## src/rtl/cpu_4bit.sv

```systemverilog
// 4-bit accumulator CPU with a 16-nibble unified program/data memory and a UART (8N1) loader.
// While p_programm_i is high the core is parked at address 0 and the loader owns the write port.
module cpu_4bit #(
   parameter int CRA_BIT_NUMB               = 4,
   parameter int OPERATION_CODE_WIDTH       = 3,
   parameter int REGISTER_WIDTH             = 4,
   parameter int MEMORY_ADDRESS_WIDTH       = 4,
   parameter int MEMORY_REGISTERS           = 16,
   parameter int UART_DATA_LENGTH           = 8,
   parameter int RX_COUNTER_BITWIDTH        = 3,
   parameter int BAUD_COUNTS_PER_BIT        = 521,
   parameter int BAUD_RATE_COUNTER_BITWIDTH = 10
) (
   input  logic                      clk_i,
   input  logic                      reset_i,
   input  logic [REGISTER_WIDTH-1:0] in_pins_i,
   output logic [REGISTER_WIDTH-1:0] out_pins_o,
   input  logic                      p_programm_i,
   input  logic                      rx_i
);
   localparam int W   = REGISTER_WIDTH;
   localparam int AW  = MEMORY_ADDRESS_WIDTH;
   localparam int BW  = BAUD_RATE_COUNTER_BITWIDTH;
   localparam int RCW = RX_COUNTER_BITWIDTH;
   localparam int OW  = OPERATION_CODE_WIDTH;

   localparam logic [3:0] OP_NOP = 4'h0, OP_XOR = 4'h1, OP_AND = 4'h2, OP_OR  = 4'h3;
   localparam logic [3:0] OP_ADD = 4'h4, OP_INC = 4'h5, OP_DEC = 4'h6, OP_SUB = 4'h7;
   localparam logic [3:0] OP_JMP = 4'h8, OP_JZ  = 4'h9, OP_JC  = 4'hA, OP_LD  = 4'hB;
   localparam logic [3:0] OP_ST  = 4'hC, OP_IN  = 4'hD, OP_OUT = 4'hE, OP_LDI = 4'hF;

   localparam logic [1:0] S_FETCH = 2'd0, S_OPERAND = 2'd1, S_EXECUTE = 2'd2;
   localparam logic [1:0] LD_IDLE = 2'd0, LD_START = 2'd1, LD_DATA = 2'd2, LD_STOP = 2'd3;

   localparam logic [OW-1:0] ALU_ADD = 3'd0, ALU_XOR = 3'd1, ALU_AND = 3'd2, ALU_OR = 3'd3;

   localparam logic [BW-1:0]  BIT_LAST  = BW'(BAUD_COUNTS_PER_BIT - 1);
   localparam logic [BW-1:0]  HALF_LAST = BW'(BAUD_COUNTS_PER_BIT / 2 - 1);
   localparam logic [RCW-1:0] LAST_BIT  = RCW'(UART_DATA_LENGTH - 1);

   function automatic logic has_operand(input logic [W-1:0] op);
      return !(op inside {OP_NOP, OP_INC, OP_DEC, OP_IN, OP_OUT});
   endfunction

   // core state
   logic [1:0]    state_q, state_d;
   logic [AW-1:0] pc_q, pc_d;
   logic [W-1:0]  ir_q, ir_d, opr_q, opr_d, a_q, a_d, out_q, out_d;
   logic          c_q, c_d, z_q, z_d, prog_q;
   logic [W-1:0]  mem_q [MEMORY_REGISTERS];
   logic [W-1:0]  mem_d [MEMORY_REGISTERS];
   logic          core_we;

   // loader state
   logic                        rx_meta_q, rx_meta_d, rx_sync_q, rx_sync_d, rx_prev_q, rx_prev_d;
   logic [1:0]                  ld_state_q, ld_state_d;
   logic [BW-1:0]               baud_cnt_q, baud_cnt_d;
   logic [RCW-1:0]              bit_cnt_q, bit_cnt_d;
   logic [UART_DATA_LENGTH-1:0] shift_q, shift_d;
   logic [AW-1:0]               waddr_q, waddr_d, ld_addr;
   logic                        lo_pend_q, lo_pend_d, ld_we;
   logic [W-1:0]                ld_data;

   // ALU
   logic [OW-1:0] alu_op;
   logic [W-1:0]  alu_b, alu_res, add_sum, mem_opr;
   logic          alu_cin, alu_c, add_cout;

   assign mem_opr    = mem_q[opr_q];
   assign out_pins_o = out_q;

   // SUB and DEC reuse the adder: A + ~M + 1 and A + F.
   always_comb begin
      alu_op  = ALU_ADD;
      alu_b   = mem_opr;
      alu_cin = 1'b0;
      case (ir_q)
         OP_XOR:  alu_op = ALU_XOR;
         OP_AND:  alu_op = ALU_AND;
         OP_OR:   alu_op = ALU_OR;
         OP_SUB:  begin alu_b = ~mem_opr; alu_cin = 1'b1; end
         OP_INC:  begin alu_b = '0;       alu_cin = 1'b1; end
         OP_DEC:  alu_b = '1;
         default: ;
      endcase
   end

   always_comb begin : cra
      logic carry;
      add_sum = '0;
      carry   = alu_cin;
      for (int i = 0; i < CRA_BIT_NUMB; i++) begin
         add_sum[i] = a_q[i] ^ alu_b[i] ^ carry;
         carry      = (a_q[i] & alu_b[i]) | (carry & (a_q[i] ^ alu_b[i]));
      end
      add_cout = carry;
   end

   always_comb begin
      alu_res = add_sum;
      alu_c   = add_cout;
      case (alu_op)
         ALU_XOR: begin alu_res = a_q ^ alu_b; alu_c = 1'b0; end
         ALU_AND: begin alu_res = a_q & alu_b; alu_c = 1'b0; end
         ALU_OR:  begin alu_res = a_q | alu_b; alu_c = 1'b0; end
         default: ;
      endcase
   end

   always_comb begin
      state_d = state_q;
      pc_d    = pc_q;
      ir_d    = ir_q;
      opr_d   = opr_q;
      a_d     = a_q;
      c_d     = c_q;
      z_d     = z_q;
      out_d   = out_q;
      core_we = 1'b0;
      if (p_programm_i) begin
         state_d = S_FETCH;
         pc_d    = '0;
      end else if (prog_q) begin
         // first cycle after programming: restart cleanly from address 0
         state_d = S_FETCH;
         pc_d    = '0;
         a_d     = '0;
         c_d     = 1'b0;
         z_d     = 1'b0;
      end else begin
         case (state_q)
            S_FETCH: begin
               ir_d    = mem_q[pc_q];
               pc_d    = pc_q + AW'(1);
               state_d = has_operand(mem_q[pc_q]) ? S_OPERAND : S_EXECUTE;
            end
            S_OPERAND: begin
               opr_d   = mem_q[pc_q];
               pc_d    = pc_q + AW'(1);
               state_d = S_EXECUTE;
            end
            S_EXECUTE: begin
               state_d = S_FETCH;
               case (ir_q)
                  OP_XOR, OP_AND, OP_OR, OP_ADD, OP_INC, OP_DEC, OP_SUB: begin
                     a_d = alu_res;
                     c_d = alu_c;
                     z_d = (alu_res == '0);
                  end
                  OP_JMP:  pc_d = opr_q;
                  OP_JZ:   if (z_q) pc_d = opr_q;
                  OP_JC:   if (c_q) pc_d = opr_q;
                  OP_LD:   a_d = mem_opr;
                  OP_ST:   core_we = 1'b1;
                  OP_IN:   a_d = in_pins_i;
                  OP_OUT:  out_d = a_q;
                  OP_LDI:  a_d = opr_q;
                  default: ;
               endcase
            end
            default: state_d = S_FETCH;
         endcase
      end
   end

   always_comb begin
      rx_meta_d  = rx_i;
      rx_sync_d  = rx_meta_q;
      rx_prev_d  = rx_sync_q;
      ld_state_d = ld_state_q;
      baud_cnt_d = baud_cnt_q;
      bit_cnt_d  = bit_cnt_q;
      shift_d    = shift_q;
      waddr_d    = waddr_q;
      lo_pend_d  = 1'b0;
      ld_we      = 1'b0;
      ld_addr    = waddr_q;
      ld_data    = shift_q[UART_DATA_LENGTH-1 -: W];
      if (!p_programm_i) begin
         ld_state_d = LD_IDLE;
      end else begin
         if (lo_pend_q) begin
            ld_we   = 1'b1;
            ld_addr = waddr_q + AW'(1);
            ld_data = shift_q[W-1:0];
            waddr_d = waddr_q + AW'(2);
         end
         if (!prog_q) waddr_d = '0;
         case (ld_state_q)
            LD_IDLE: begin
               if (rx_prev_q && !rx_sync_q) begin
                  ld_state_d = LD_START;
                  baud_cnt_d = '0;
               end
            end
            LD_START: begin
               if (baud_cnt_q == HALF_LAST) begin
                  baud_cnt_d = '0;
                  bit_cnt_d  = '0;
                  ld_state_d = rx_sync_q ? LD_IDLE : LD_DATA;
               end else begin
                  baud_cnt_d = baud_cnt_q + BW'(1);
               end
            end
            LD_DATA: begin
               if (baud_cnt_q == BIT_LAST) begin
                  baud_cnt_d = '0;
                  shift_d    = {rx_sync_q, shift_q[UART_DATA_LENGTH-1:1]};
                  bit_cnt_d  = bit_cnt_q + RCW'(1);
                  if (bit_cnt_q == LAST_BIT) ld_state_d = LD_STOP;
               end else begin
                  baud_cnt_d = baud_cnt_q + BW'(1);
               end
            end
            default: begin
               if (baud_cnt_q == BIT_LAST) begin
                  ld_state_d = LD_IDLE;
                  if (rx_sync_q) begin
                     ld_we     = 1'b1;
                     lo_pend_d = 1'b1;
                  end
               end else begin
                  baud_cnt_d = baud_cnt_q + BW'(1);
               end
            end
         endcase
      end
   end

   // single write port, owned by the loader in programming mode and by ST otherwise
   always_comb begin
      mem_d = mem_q;
      if (p_programm_i) begin
         if (ld_we) mem_d[ld_addr] = ld_data;
      end else if (core_we) begin
         mem_d[opr_q] = a_q;
      end
   end

   always_ff @(posedge clk_i) begin
      if (reset_i) begin
         state_q    <= S_FETCH;
         pc_q       <= '0;
         ir_q       <= '0;
         opr_q      <= '0;
         a_q        <= '0;
         c_q        <= 1'b0;
         z_q        <= 1'b0;
         out_q      <= '0;
         prog_q     <= 1'b0;
         mem_q      <= '{default: '0};
         rx_meta_q  <= 1'b1;
         rx_sync_q  <= 1'b1;
         rx_prev_q  <= 1'b1;
         ld_state_q <= LD_IDLE;
         baud_cnt_q <= '0;
         bit_cnt_q  <= '0;
         shift_q    <= '0;
         waddr_q    <= '0;
         lo_pend_q  <= 1'b0;
      end else begin
         state_q    <= state_d;
         pc_q       <= pc_d;
         ir_q       <= ir_d;
         opr_q      <= opr_d;
         a_q        <= a_d;
         c_q        <= c_d;
         z_q        <= z_d;
         out_q      <= out_d;
         prog_q     <= p_programm_i;
         mem_q      <= mem_d;
         rx_meta_q  <= rx_meta_d;
         rx_sync_q  <= rx_sync_d;
         rx_prev_q  <= rx_prev_d;
         ld_state_q <= ld_state_d;
         baud_cnt_q <= baud_cnt_d;
         bit_cnt_q  <= bit_cnt_d;
         shift_q    <= shift_d;
         waddr_q    <= waddr_d;
         lo_pend_q  <= lo_pend_d;
      end
   end

endmodule

```

## config.mk

```make
export PLATFORM = sky130hd
export DESIGN_NAME = cpu_4bit
export DESIGN_NICKNAME = d
export VERILOG_FILES = /design/src/rtl/cpu_4bit.sv
export SDC_FILE = /design/constraint.sdc
export NUM_CORES = 1
export LEC_CHECK = 0
export BUFFER_PORTS_ARGS = -buffer_cell sky130_fd_sc_hd__buf_2
export CAP_MARGIN = 5
export CELL_PAD_IN_SITES_DETAIL_PLACEMENT = 1
export CELL_PAD_IN_SITES_GLOBAL_PLACEMENT = 2
export CORE_ASPECT_RATIO = 2
export CORE_MARGIN = 2
export CORE_UTILIZATION = 36
export CTS_CLUSTER_DIAMETER = 120
export DETAILED_ROUTE_END_ITERATION = 6
export PLACE_DENSITY = 0.79
export SKIP_CTS_REPAIR_TIMING = 1
export SLEW_MARGIN = 0
export SYNTH_ARGS = -nofsm -noshare
export SYNTH_HDL_FRONTEND = slang
export SYNTH_SLANG_ARGS = --single-unit
```

## constraint.sdc

```tcl
create_clock -name clk_i -period 4.3 [get_ports clk_i]
set_input_delay 0.215 -clock clk_i [delete_from_list [all_inputs] [get_ports clk_i]]
set_output_delay 0.215 -clock clk_i [all_outputs]
set_load 0.1 [all_outputs]
```

# --- After elaboration in Yosys (flattened, before gate mapping) ---
# Index checks and enable logic that the tools add are counted.
totals:
  in_bits: 8
  output_inout_bits: 4
  elab_cells: 215
  reg_bits: 120
classes:
  mux: 66
  n_lt_le_gt_ge: 5
  addsub: 5
  eq_ne: 39
  bitwise: 30
  reduce_logical: 36
op_table:
  columns: ["operator", "count"]
  rows:
  - ["$mux W64", 3]
  - ["$bwmux W64", 2]
  - ["$mux W4", 16]
  - ["$eq A4 B4 Y1 const B", 10]
  - ["$mux W10", 4]
  - ["$pmux W4 S3", 3]
  - ["$bmux W4 S4", 2]
  - ["$demux W4 S4", 2]
  - ["$pmux W10 S3", 1]
  - ["$eq A4 B3 Y1 const B", 6]
  - ["$mux W1", 18]
  - ["$reduce_and A3 Y1", 6]
  - ["$pmux W4 S4", 1]
  - ["$ge A5 B5 Y1 const B", 3]
  - ["$not A4 Y5", 3]
  - ["$mux W2", 7]
  - ["$pmux W2 S3", 2]
  - ["$reduce_and A4 Y1", 3]
  - ["$add A10 B1 Y10 const B", 1]
  - ["$eq A10 B10 Y1 const B", 1]
  - ["$eq A10 B9 Y1 const B", 1]
  - ["$lt A5 B1 Y1 const B", 2]
  - ["$reduce_bool A2 Y1", 5]
  - ["$reduce_bool A5 Y1", 2]
  - ["38 further kinds", 77]

# --- Logic depth before layout (Yosys ltp) ---
# Gate-level depths: netlist of run 1.
logic_depth:
  ltp_word: 19
  depth_mapped: 16
  ltp_nobuf: 15

# --- Worst setup path before layout of run 1 ---
# OpenSTA, ideal clock, no wires.
synth_path:
  kind: "reg2reg"
  start: "register opr_q[0]"
  end: "register z_q"
  setup_time_ps: 71
  path_buffers: 1
  arrival_ps: 4107
  path_stages_with_launch: 16
  required_time_ps: 4229
  slack_ps: 122
  synth_period_minus_slack_ps: 4178
  path_cell_list: "dfxtp_1 -> buf_6 -> mux4_1 -> mux4_2 -> nor2_1 -> a21oi_1 -> fa_1 -> fa_1 -> fa_1 -> inv_1 -> fa_1 -> nor2_1 -> o21bai_1 -> a2111oi_0 -> nand4b_1 -> a21oi_1"
synth_between:
  elab_chain_len: 19
  word_cells_on_any_way: 31
  cone_classes: "8 x mux; 22 x bitwise; 1 x reduce/logical"
synth_rtl:
  columns: ["element", "line", "rtl"]
  rows:
  - ["from (decl)", "48", "logic [W-1:0] ir_q, ir_d, opr_q, opr_d, a_q, a_d, out_q, out_d;"]
  - ["from (signal assigned)", "265", "opr_q <= opr_d;"]
  - ["$not A4 Y5 (implied by the code) *", "69", "assign mem_opr = mem_q[opr_q];"]
  - ["$bmux W4 S4 *", "69", null]
  - ["$mux W4 (implied by the code) * (2 in series)", "69", null]
  - ["$not A4 Y4", "81", "OP_SUB: begin alu_b = ~mem_opr; alu_cin = 1'b1; end"]
  - ["$pmux W4 S3 *", "77", "case (ir_q)"]
  - ["$xor A1 B1 Y1", "93, 94", null]
  - ["$and A1 B1 Y1", "94", "carry = (a_q[i] & alu_b[i]) | (carry & (a_q[i] ^ alu_b[i]));"]
  - ["$or A1 B1 Y1", "94", null]
  - ["[... 2 more ...]", null, null]
  - ["$and A1 B1 Y1", "94", null]
  - ["$or A1 B1 Y1", "94", null]
  - ["$xor A1 B1 Y1", "93", "add_sum[i] = a_q[i] ^ alu_b[i] ^ carry;"]
  - ["$pmux W4 S3 *", "102", "case (alu_op)"]
  - ["$logic_not A4 Y1 *", "148", "z_d = (alu_res == '0);"]
  - ["$mux W1 *", "144", "case (ir_q)"]
  - ["$mux W1 *", "131", "case (state_q)"]
  - ["$mux W1 *", "123", "end else if (prog_q) begin"]
  - ["to (signal assigned)", "268", "z_q <= z_d;"]
  - ["to (decl)", "49", "logic c_q, c_d, z_q, z_d, prog_q;"]
# Mark *: on every way between the ends. The rest lies on a longest branch, timed or not. The select of a mux whose other input is x is not followed.
# A chain may end at the register's enable or synchronous reset.

# --- Worst setup path in the final report of run 1 ---
# Ends and elaborated chain as after synthesis.

==> results, run 1 <==
- The count of synthesis-stage warnings from yosys is 0.
- Of the post-synthesis cell area, the dominant cell type holds 31.2%.
- After synthesis, the most frequently instantiated cells are sky130_fd_sc_hd__nor2_1, sky130_fd_sc_hd__dfxtp_1, sky130_fd_sc_hd__a21oi_1.
- The total power density per cell area is 302 nW/um^2.
- The number of inserted diodes is 0.
- The mapped netlist covers 7640 sq um.
- By instance count, the leading cell after synthesis is sky130_fd_sc_hd__nor2_1.
- The ratio of cells with drive above 1 in the final layout is 17.5%.
- In this run the critical register-to-register path is launched from opr_q[0]$_SDFFE_PP0P_.
- The cell taking the most area after synthesis is sky130_fd_sc_hd__dfxtp_1.
- Dividing the detail-routed wire length by the instance count gives 25.6 microns.
- The type of the tightest min-delay check is in2reg.
- The number of DRC violations after detailed-routing iteration 0 is 525.
- Using the TritonRoute via totals, the vias-per-cell ratio works out to 6.37.
- The initial antenna violation count is 0.
- The worst hold path begins at reset_i.
- The tightest slew margin relative to the limit is 21.6%.
- The max-cap violation count is 0.
- For the worst flop-to-flop path, the logic depth is 13.
- In the final timing run, aggregate negative setup slack is 0 ns.
- The effective utilization at floorplan is 36.5%.
- The clock buffer count from CTS is 17.
- Summed over all layers, the routed wires come to 30300 microns.
- The run finished with clean final reports.
- The tightest hold path in the finished design has a slack of 0.326 ns.
- Setup violations remaining at the end of the flow were counted as 0.
- The clock tree from TritonCTS is yes.
- For this block, the via count after detailed routing is 7533.
- After synthesis, the mean cell area works out to 8.50 sq um.
- The clock passes through at most 2 buffers.
- The synthesized design contains 0 enable-type register cells.
- The area fraction in compound gates after synthesis is 23.1%.
- The cell sitting at the root of the clock tree is a sky130_fd_sc_hd__clkbuf_16.
- The number of global-route vias before repair is 7988.
- When the netlist entered floorplanning its net count stood at 924.
- The data arrival time of the critical path is 4.58 ns.
- The largest fanout of any net on the critical path is 7.
- Relative to the synthesized area, the layout overhead comes to 13.6%.
- The net count of the finished layout is 927.
- The flip-flop and latch count after synthesis is 119.
- The maximum VDD drop is 210 uV.
- The number of stages on the worst hold path is 2.
- The count of final max-slew check failures is 0.
- The count of clock tree sinks is 119.
- The die covers 22500 sq um.
- After legalization and detailed placement, the total HPWL measured 22900 microns.
- The first global-routing pass estimated 46300 microns of wire.
- The adder-cell area share of the yosys netlist is 3.34%.
- At the end of routability-driven placement, the weighted congestion stood at 0.924.
- The floorplan step defined a core boundary enclosing 20900 sq um.
- The nature of the critical path startpoint is a flip-flop.
- The endpoint required time on the critical path is 4.67 ns.
- The capture instance of the worst register-to-register path is z_q$_SDFFE_PP0P_.
- The synthesized netlist devotes 0.917% of its cell area to XOR and XNOR gates.
- The post-synthesis sequential area ratio is 31.2%.
- The final hold violation count is 0.
- The most used flip-flop cell after synthesis is sky130_fd_sc_hd__dfxtp_1.
- Excluding fillers, the count of instances in the completed layout stands at 1183.
- The global route total overflow is 0.
- In this run, distinct cell masters in the synthesized netlist total 74.
- Setup repair after global routing could not meet its margin everywhere.
- Ranked by total cell area, the synthesized netlist is headed by sky130_fd_sc_hd__dfxtp_1, sky130_fd_sc_hd__mux4_2, sky130_fd_sc_hd__a21oi_1.
- For hold timing, the worst endpoint is ir_q[1]$_SDFFE_PP0P_.
- The x dimension of the die is 107 microns.
- The critical path capture point type is a flip-flop.
- The synthesized netlist cell count is 898.
- During I/O placement, the number of pins put on the boundary was 12.
- The fmax is 0.237 GHz.
- The clock latency on the worst-skew pair is 0.44 ns.
- The portion of netlist area occupied by mux cells is 14.7%.
- In this run the remaining antenna-violating nets after routing total 0.
- The async set or reset register ratio after synthesis is 0%.
- The number of placed instances, taps included is 1147.
- The combinational family with the most area after synthesis is compound AO/OA/AOI/OAI gates.
- Clock-pin slew was measured on the worst setup and hold paths at 0.06 ns.
- The number of rows created at floorplan is 75.
- The static leakage power is 2.68 nW.
- The die boundary height is 210 microns.
- The setup path with the least slack is of type reg2reg.
- During placement, the flow inserted port buffers numbering 11.
- At the pin with the least slew margin, the transition time is 1.14 ns.
- The number of H-tree branching levels is 4.
- For this run, design rule violations remaining after detail routing come to 0.
- The setup slack of the worst register-to-register path is 0.09 ns.
- Measured on the finished design, the core utilization comes to 41.5%.
- The maximum number of pins on one net before global-route repair is 69.
- Global routing consumed, over all layers together, 27.8% of the routing resources.
- Of the total synthesized cell area, the portion taken by AND, OR, NAND and NOR gates is 21.3%.
- The clock skew is 0.00989 ns.
- The share of the clock period used by the worst path is 97.9%.
- Subtracting the final worst setup slack from the clock period gives 4.21 ns.
- The first-pass iteration count of the detailed router is 5.
layout make-up:
cell class	count	area, sq um
clock buffers	17	425
repair buffers	63	454
flip-flops and latches	119	2390
multi-input cells	683	4860
clock inverters	15	155
fillers	2490	12200
inverters	17	63.8
well taps	269	337
cell usage in the layout (no fill, tap or decap), types with 4 or more instances in the layout:
master,instances
sky130_fd_sc_hd__ha_1,14
sky130_fd_sc_hd__a22oi_1,8
sky130_fd_sc_hd__nor2_1,119
sky130_fd_sc_hd__a21o_1,7
sky130_fd_sc_hd__nand4_1,5
sky130_fd_sc_hd__dfxtp_1,117
sky130_fd_sc_hd__o22a_1,8
sky130_fd_sc_hd__clkinvlp_4,6
sky130_fd_sc_hd__nand3_1,23
sky130_fd_sc_hd__o21bai_1,4
sky130_fd_sc_hd__and2_1,4
sky130_fd_sc_hd__nor4_1,5
sky130_fd_sc_hd__or3_1,5
sky130_fd_sc_hd__mux2_2,5
sky130_fd_sc_hd__a21oi_1,110
sky130_fd_sc_hd__mux4_2,33
sky130_fd_sc_hd__buf_4,51
sky130_fd_sc_hd__clkbuf_16,17
sky130_fd_sc_hd__nor2b_1,12
sky130_fd_sc_hd__buf_2,10
sky130_fd_sc_hd__nand2_1,40
sky130_fd_sc_hd__nor3_1,63
sky130_fd_sc_hd__a31oi_1,4
sky130_fd_sc_hd__or2_2,9
sky130_fd_sc_hd__xnor2_1,8
sky130_fd_sc_hd__o22ai_1,15
sky130_fd_sc_hd__o31ai_1,4
sky130_fd_sc_hd__a2111oi_0,37
sky130_fd_sc_hd__inv_1,16
sky130_fd_sc_hd__mux2i_1,23
sky130_fd_sc_hd__nand2b_1,16
sky130_fd_sc_hd__a311oi_1,24
sky130_fd_sc_hd__o21ai_0,11
power by group:
part	switching, W	internal, W	total (W)	leakage [nW]
clock network	0.000578	0.000851	0.00143	0.268
registers	0.00000900	0.00111	0.00111	0.961
logic	0.0000532	0.0000230	0.0000762	1.45
total	0.000640	0.00198	0.00262	2.68
per-layer routing:
metal  routed length (microns)  global-route usage [%]  vias up  share of wire, %
met5                         0                       0        -                 0
met4                      2770                    22.7        0               9.1
met3                      1200                    5.41      140               4.0
met2                     16500                    52.4      245                55
met1                      9800                    24.6     3728                32
li1                          -                       -     3420                 -
cell families (layout without fill, tap and decap cells):
kind of cell / Yosys count / count (layout)
simple gates: 330 / 330
compound gates: 263 / 263
flops: 119 / 119
buf+inv: 96 / 112
mux: 64 / 64
fa+ha+maj: 18 / 18
xor+xnor: 8 / 8
flip-flops by register name, summed over array words and instances (netlist names), 2 cells and up:
signal and cells:
waddr_q 3, baud_cnt_q 10, shift_q 8, mem_q 64, ld_state_q 2, state_q 2
out_pins_o 4, pc_q 4, a_q 4, ir_q 4, bit_cnt_q 3, opr_q 4
how the worst max path moves through the flow:
stage	startpoint	to	slack, ns	depth (start not counted)
final	opr_q[0]$_SDFFE_PP0P_	z_q$_SDFFE_PP0P_	0.09	13
after floorplan	opr_q[0]$_SDFFE_PP0P_	z_q$_SDFFE_PP0P_	0.12	15
after global placement	opr_q[0]$_SDFFE_PP0P_	z_q$_SDFFE_PP0P_	-0.28	14
after CTS	opr_q[0]$_SDFFE_PP0P_	z_q$_SDFFE_PP0P_	-0.39	14
after detailed placement	opr_q[0]$_SDFFE_PP0P_	z_q$_SDFFE_PP0P_	-0.38	14
after global routing	opr_q[0]$_SDFFE_PP0P_	a_q[3]$_SDFFE_PP0P_	-0.05	15
worst max-delay path, cell delays in order, from the launching register on:
cell	delay, ns
sky130_fd_sc_hd__dfxtp_4	0.41
sky130_fd_sc_hd__mux4_2	0.53
sky130_fd_sc_hd__mux4_2	0.54
sky130_fd_sc_hd__nor2_4	0.12
sky130_fd_sc_hd__a21oi_2	0.07
sky130_fd_sc_hd__fa_2	0.41
sky130_fd_sc_hd__fa_2	0.35
sky130_fd_sc_hd__fa_2	0.35
sky130_fd_sc_hd__inv_2	0.07
sky130_fd_sc_hd__fa_1	0.42
sky130_fd_sc_hd__o32a_1	0.21
sky130_fd_sc_hd__a2111oi_2	0.37
sky130_fd_sc_hd__nand4b_1	0.14
sky130_fd_sc_hd__a21oi_1	0.16
through the flow:
stage	setup WS [ns]	area, sq um	total power, W
after floorplan	0.122	7640	0.00119
after global placement	-0.276	8040	0.00121
after detailed placement	-0.380	8040	0.00122
after CTS	-0.391	8620	0.00264
after global routing	-0.0479	8680	0.00269
final	0.0885	8680	0.00262
No activity file was read; power rests on OpenSTA's default activity.
==> run 2: changes to the inputs <==
Settings changed: REMOVE_ABC_BUFFERS set to 1.
==> run 2 against run 1 <==
  * Worst hold slack got worse by 0.096 ns
  * Maximum frequency rose by 0.12%
  * Clock-buffer cell count rose by 5
  * Worst setup slack improved by 0.0051 ns
  * First-iteration DRC count fell by 9.1%
  * Final cell count fell by 0.17%
  * Core utilization rose by 0.24 points
  * Clock skew fell by 0.0035 ns
  * Critical path type unchanged
  * Largest cell class unchanged
==> results, run 2 (synthesis results as in run 1) <==
- The count of clock tree sinks is 119 (unchanged).
- The die boundary height came to 210 microns (unchanged).
- The setup TNS came to 0 ns (unchanged).
- The share of total power in combinational logic is 2.8% (about the same).
- TritonCTS built the clock tree.
- The endpoint required time on the critical path came to 4.66 ns (about the same).
- The share of the clock period used by the worst path is 97.8% (-0.12 points).
- The count of final max-slew check failures is 0 (unchanged).
- Setup repair after global routing could not meet its margin everywhere.
- The x dimension of the die is 107 microns (unchanged).
- The total setup violations reported at the end of the flow is 0 (unchanged).
- The CTS root buffer is sky130_fd_sc_hd__clkbuf_16.
- The vias per cell was 6.33 (-0.54%).
- The post-route cell area is 8730 sq um (+0.58%).
- The fmax is 0.238 GHz (+0.12%).
- The first-pass iteration count of the detailed router is 5 (unchanged).
- The number of design rule violations left after detail routing is 0 (unchanged).
- The area growth from synthesis to layout is 14.3%.
- The number of I/O port buffers was 11 (unchanged).
- The ratio of cells with drive above 1 in the final layout is 17.2% (-0.29 points).
- The static leakage power was 2.71 nW (+1.2%).
- The number of placed I/O pins is 12 (unchanged).
- The clock period minus worst slack was 4.21 ns (-0.00506 ns).
- The largest fanout of any net on the critical path is 6 (-1).
- The initial antenna violation count is 0 (unchanged).
- The clock network fraction of total power came to 56.3% (+1.7 points).
- The net total in the final layout is 926 (-0.11%).
- The number of cells in the finished layout apart from fillers was 1181 (-0.17%).
- The number of rows created at floorplan is 75 (unchanged).
- The tightest slew margin relative to the limit was 29.9% (+8.3 points).
- The max-cap violation count was 0 (unchanged).
- The setup slack of the worst register-to-register path is 0.09 ns (about the same).
- The net load switching power was 0.000591 W (-7.7%).
- The internal power consumption is 0.00214 W (+7.9%).
- The power share of the sequential group is 40.9% (-1.6 points).
- The number of flip-flops under the largest register name is 64 (unchanged).
- The total via count after detailed routing came to 7480 (-0.70%).
- The maximum buffer depth of the clock tree came to 2 (unchanged).
- The effective utilization at floorplan came to 36.5% (unchanged).
- The number of global-route vias before repair came to 7834 (-1.9%).
- The average wire length per cell after detail routing came to 25.5 microns (-0.41%).
- The number of placed instances, taps included is 1149 (+0.17%).
- The library cell used most frequently in the layout, excluding fill and tap cells, is sky130_fd_sc_hd__nor2_1.
- The die area is 22500 sq um (unchanged).
- The maximum VDD drop is 208 uV (-1.3%).
- The clock buffer count from CTS is 17 (unchanged).
- The most flop-heavy register is mem_q.
- The number of H-tree branching levels is 4 (unchanged).
- The total power density per cell area came to 312 nW/um^2 (+3.5%).
- The type of the tightest min-delay check is in2reg.
- The library cells used most frequently in the layout, excluding fill and tap cells, are sky130_fd_sc_hd__nor2_1, sky130_fd_sc_hd__dfxtp_1, sky130_fd_sc_hd__a21oi_1.
- The proportion of total power due to net switching was 21.7% (-2.8 points).
- The global-route wire length before repair is 46000 microns (-0.52%).
- The overall global routing resource usage is 27.5% (-0.26 points).
- The nature of the critical path startpoint is a flip-flop.
- The final hold violation count was 0 (unchanged).
- The clock skew is 0.00634 ns (-0.00355 ns).
- The cell area after placement is 8070 sq um (+0.34%).
- The maximum number of pins on one net before global-route repair was 68 (-1.4%).
- The category of the critical setup timing path is reg2reg.
- The global route total overflow is 0 (unchanged).
- The flow ran to the end, and the final reports show no timing, DRC or antenna violations.
- The number of inserted diodes is 0 (unchanged).
- STA classifies the critical path endpoint as a flip-flop.
- The number of DRC violations after detailed-routing iteration 0 is 477 (-9.1%).
- The actual transition at the worst max-transition pin is 1.04 ns (-0.102 ns).
- The largest registers in the layout are mem_q (64), baud_cnt_q (10), shift_q (8).
- The sum of net half-perimeters after detailed placement is 22700 microns (-1.0%).
- The clock-pin slew reported for the worst setup and hold paths after clock tree synthesis is 0.05 ns (about the same).
- The clock latency on the worst-skew pair is 0.43 ns (about the same).
- The number of nets with antenna violations after detailed routing came to 0 (unchanged).
- The final routed wirelength across all metal layers is 30100 microns (-0.58%).
- The hold slack came to 0.230 ns (-0.0961 ns).
- The core region area is 20900 sq um (unchanged).
- The placer congestion estimate is 0.916 (-0.86%).
- The data arrival time of the critical path is 4.56 ns (-0.02 ns).
- The overall power is 0.00273 W (+4.1%).
-- run 2: cell count changes in the layout (fill, tap and decap cells not counted), sizes merged --
cell,change
buf,-1
bufinv,+2
clkbuf,+5
clkinv,-1
clkinvlp,-5
inv,-2
-- run 2: power groups by stage --
stage	Clock [W]	Combinational [W]	Sequential, W
final	0.00154	0.0000763	0.00111
after global routing	0.00160	0.0000829	0.00112
after CTS	0.00156	0.0000758	0.00111
after detailed placement	0	0.0000754	0.00114
after global placement	0	0.0000744	0.00114
after floorplan	0	0.0000307	0.00114
-- run 2: per-layer routing --
layer	global-route usage, %	share of wire (%)	vias up	wire, microns
met4	23.5	9.2	0	2760
li1	-	-	3412	-
met1	25.2	33	3688	9970
met2	50.9	54	251	16200
met3	4.79	3.9	129	1170
met5	0	0	-	0
-- run 2: per-stage QoR --
stage	worst slack (ns)	utilization, %
2_1_floorplan	-0.465	-
3_3_place_gp	-0.245	38.6
3_5_place_dp	-0.309	38.6
4_1_cts	-0.311	41.5
5_1_grt	-0.0568	41.7
6_report	0.0935	41.7
-- run 2: cell type report --
type                    instances  area (sq um)
well taps                     269           337
clock buffers                  22           474
clock inverters                 9           148
flip-flops and latches        119          2390
multi-input cells             683          4860
repair buffers                 62           459
inverters                      17          63.8
fillers                      2486         12200
-- run 2: critical path, stage by stage (launching register included) --
cell and delay, ns:
sky130_fd_sc_hd__dfxtp_4 0.40, sky130_fd_sc_hd__mux4_2 0.55, sky130_fd_sc_hd__mux4_2 0.53, sky130_fd_sc_hd__nor2_4 0.12
sky130_fd_sc_hd__a21oi_2 0.06, sky130_fd_sc_hd__fa_2 0.36, sky130_fd_sc_hd__fa_2 0.42, sky130_fd_sc_hd__fa_2 0.35
sky130_fd_sc_hd__inv_2 0.06, sky130_fd_sc_hd__fa_1 0.43, sky130_fd_sc_hd__o32a_1 0.21, sky130_fd_sc_hd__a2111oi_2 0.35
sky130_fd_sc_hd__nand4b_1 0.15, sky130_fd_sc_hd__a21oi_2 0.15
-- run 2: final timing paths --
| check | start | depth (start not counted) | end |
|---|---|---|---|
| setup / recovery | opr_q[0]$_SDFFE_PP0P_ | 13 | z_q$_SDFFE_PP0P_ |
| hold / removal | reset_i | 2 | ir_q[2]$_SDFFE_PP0P_ |
| setup reg to reg | opr_q[0]$_SDFFE_PP0P_ | 13 | z_q$_SDFFE_PP0P_ |
| hold reg to reg | rx_meta_q$_SDFF_PP1_ | 1 | rx_prev_d$_SDFF_PP1_ |
==> run 3: changes to the inputs <==
Settings changed: CORE_UTILIZATION 36 to 37, CTS_BUF_LIST set to sky130_fd_sc_hd__clkbuf_4 sky130_fd_sc_hd__clkbuf_8, PLACE_DENSITY 0.79 to 0.8.
==> run 3 against run 2 <==
  * Cell area decreased by 3.2%
  * Highest routed layer unchanged
  * Wire length decreased by 0.77%
  * Critical path type unchanged
  * Largest power group is now registers
  * Worst setup slack got worse by 0.044 ns
  * Via count about the same
  * Total power decreased by 18%
  * Core utilization decreased by 0.24 points
  * Sequential share of layout area increased by 0.91 points
==> results, run 3 (synthesis results as in run 1) <==
- The met3 track demand over resource in global routing is 4.37% (-0.42 points).
- The effective utilization at floorplan came to 37.5% (+1.0 points).
- TritonCTS built the clock tree.
- The core region area is 20400 sq um (-2.7%).
- The met1 track utilization from global routing was 26.7% (+1.5 points).
- The worst setup path is launched from a flip-flop.
- The maximum buffer depth of the clock tree was 2 (unchanged).
- The largest fanout of any net on the critical path is 6 (unchanged).
- The number of H-tree branching levels is 4 (unchanged).
- The ratio of cells with drive above 1 in the final layout is 16.8% (-0.44 points).
- The number of global-route vias before repair is 7894 (+0.77%).
- The number of design rule violations left after detail routing came to 0 (unchanged).
- The number of DRC violations after detailed-routing iteration 0 is 462 (-3.1%).
- The standard cell with the maximum stage delay on the critical path is sky130_fd_sc_hd__mux4_2.
- The clock buffer count from CTS is 17 (unchanged).
- The number of inserted diodes is 0 (unchanged).
- The routing usage on met2 was 50.9% (about the same).
- The worst hold path belongs to the class in2reg.
- The vias per cell came to 6.38 (+0.79%).
- The placement-stage worst setup slack was -0.297 ns (+0.0121 ns).
- The total power density per cell area came to 266 nW/um^2 (-15%).
- The max-cap violation count was 0 (unchanged).
- The average wire length per cell after detail routing was 25.5 microns (about the same).
- The run finished with clean final reports.
- The sum of net half-perimeters after detailed placement was 22300 microns (-1.7%).
- The placer congestion estimate is 0.947 (+3.4%).
- From synthesis to final layout, the design area changed by 10.6%.
- The tightest slew margin relative to the limit is 29.7% (-0.25 points).
- The global route total overflow came to 0 (unchanged).
- The overall global routing resource usage came to 27.8% (+0.26 points).
- The total setup violations reported at the end of the flow came to 0 (unchanged).
- The maximum number of pins on one net before global-route repair is 89 (+31%).
- The peak-usage layer in the global routing report is met2.
- The multi-input logic area is 4860 sq um (about the same).
- The flip-flop and latch area is 2390 sq um (unchanged).
- The delay of the slowest cell on the worst path is 0.53 ns (-0.02 ns).
- The die boundary height is 207 microns (-1.3%).
- Setup repair after global routing could not meet its margin everywhere.
- The final worst setup slack is 0.0499 ns (-0.0437 ns).
- The number of cells in the finished layout apart from fillers is 1172 (-0.76%).
- The final routed wirelength across all metal layers is 29900 microns (-0.77%).
- The actual transition at the worst max-transition pin is 1.04 ns (+0.00367 ns).
- The final hold violation count is 0 (unchanged).
- The maximum VDD drop is 159 uV (-24%).
- The category of the critical setup timing path is reg2reg.
- In the final layout, the registers with the most flip-flops are mem_q (64), baud_cnt_q (10), shift_q (8).
- The global-route wire length before repair is 46200 microns (+0.48%).
- The number of flip-flops under the largest register name was 64 (unchanged).
- The x dimension of the die is 106 microns (-1.3%).
- The number of nets with antenna violations after detailed routing came to 0 (unchanged).
- The CTS root buffer is sky130_fd_sc_hd__clkbuf_8.
- The number of fill cells in the layout is 2459 (-1.1%).
- The utilization after layout is 41.5% (-0.24 points).
- The die area is 21900 sq um (-2.6%).
- The top cell types in the final layout, fill and taps aside, are sky130_fd_sc_hd__nor2_1, sky130_fd_sc_hd__dfxtp_1, sky130_fd_sc_hd__a21oi_1.
- The clock skew is 0.0105 ns (+0.00413 ns).
- The first-pass iteration count of the detailed router is 5 (unchanged).
- The worst setup path is captured at a flip-flop.
- The total via count after detailed routing came to 7482 (+0.027%).
- The hold slack is 0.220 ns (-0.00945 ns).
- Leaving out fill and tap cells, the most frequent cell in the layout is sky130_fd_sc_hd__nor2_1.
- The fmax is 0.235 GHz (-1.0%).
- The number of placed instances, taps included was 1139 (-0.87%).
- Traced cell by cell, the critical path runs through mux4_2 -> mux4_2 -> nor2_4 -> a21oi_2 -> fa_2 -> fa_2 -> fa_2 -> inv_2 -> fa_1 -> o32a_1 -> a2111oi_2 -> nand4b_1 -> a21oi_1.
- Ranked by flip-flop count, first place goes to mem_q.
- The number of rows created at floorplan is 74 (-1.3%).
- The number of placed I/O pins is 12 (unchanged).
- The count of clock tree sinks is 119 (unchanged).
- The number of I/O port buffers was 11 (unchanged).
- The count of final max-slew check failures is 0 (unchanged).
- The initial antenna violation count was 0 (unchanged).
- In this design, the critical path's most frequently occurring cell is sky130_fd_sc_hd__fa_2.
- The static leakage power was 2.56 nW (-5.4%).
- The clock period minus worst slack is 4.25 ns (+0.0437 ns).
- The clock-pin slew reported for the worst setup and hold paths after clock tree synthesis came to 0.08 ns (+0.03 ns).
- The data arrival time of the critical path is 4.66 ns (+0.10 ns).
- The share of the clock period used by the worst path came to 98.8% (+1.0 points).
- The net total in the final layout was 919 (-0.76%).
- The endpoint required time on the critical path came to 4.71 ns (+0.05 ns).
- The clock latency on the worst-skew pair is 0.48 ns (+0.05 ns).
## run 3: path summary, 6_finish.rpt
path / slack, ns / cells past startpoint / from / end
hold reg to reg: 0.41 / 1 / rx_meta_q$_SDFF_PP1_ / rx_prev_d$_SDFF_PP1_
setup reg to reg: 0.05 / 13 / opr_q[0]$_SDFFE_PP0P_ / z_q$_SDFFE_PP0P_
setup / recovery: 0.05 / 13 / opr_q[0]$_SDFFE_PP0P_ / z_q$_SDFFE_PP0P_
hold / removal: 0.22 / 4 / in_pins_i[0] / a_q[0]$_SDFFE_PP0P_
## run 3: final cells by class
type | instances | share of cell area [%]
clock buffers | 20 | 3.18
clock inverters | 12 | 1.51
inverters | 17 | 0.755
multi-input cells | 683 | 57.5
flip-flops and latches | 119 | 28.3
well taps | 266 | 3.94
repair buffers | 55 | 4.86
## run 3: layer usage
layer	vias up	routed length [microns]
met2	251	15900
met5	-	0
met3	143	1140
met1	3684	10000
met4	0	2810
li1	3404	-
## run 3: power breakdown
group | switching (W) | internal [W]
Combinational | 0.0000553 | 0.0000226
Sequential | 0.00000678 | 0.00110
Clock | 0.000508 | 0.000547
## run 3: metrics by stage
stage,setup TNS [ns],cell area [sq um],total power [W]
4_1_cts,-0.501,8410,0.00226
3_5_place_dp,-0.402,8010,0.00121
2_1_floorplan,-0.675,7280,0.00117
6_report,0,8450,0.00224
5_1_grt,-0.142,8450,0.00231
3_3_place_gp,-0.194,8010,0.00121
## run 3: worst max-delay path: cells and delay by family, from the launching register on
family                   cells  cell delay, ns
AND/OR/NAND/NOR              2            0.27
buffers and inverters        1            0.07
AO/OA/AOI/OAI                4            0.78
adder cells (fa/ha/maj)      4            1.60
multiplexers                 2            1.06
flip-flops                   1            0.42
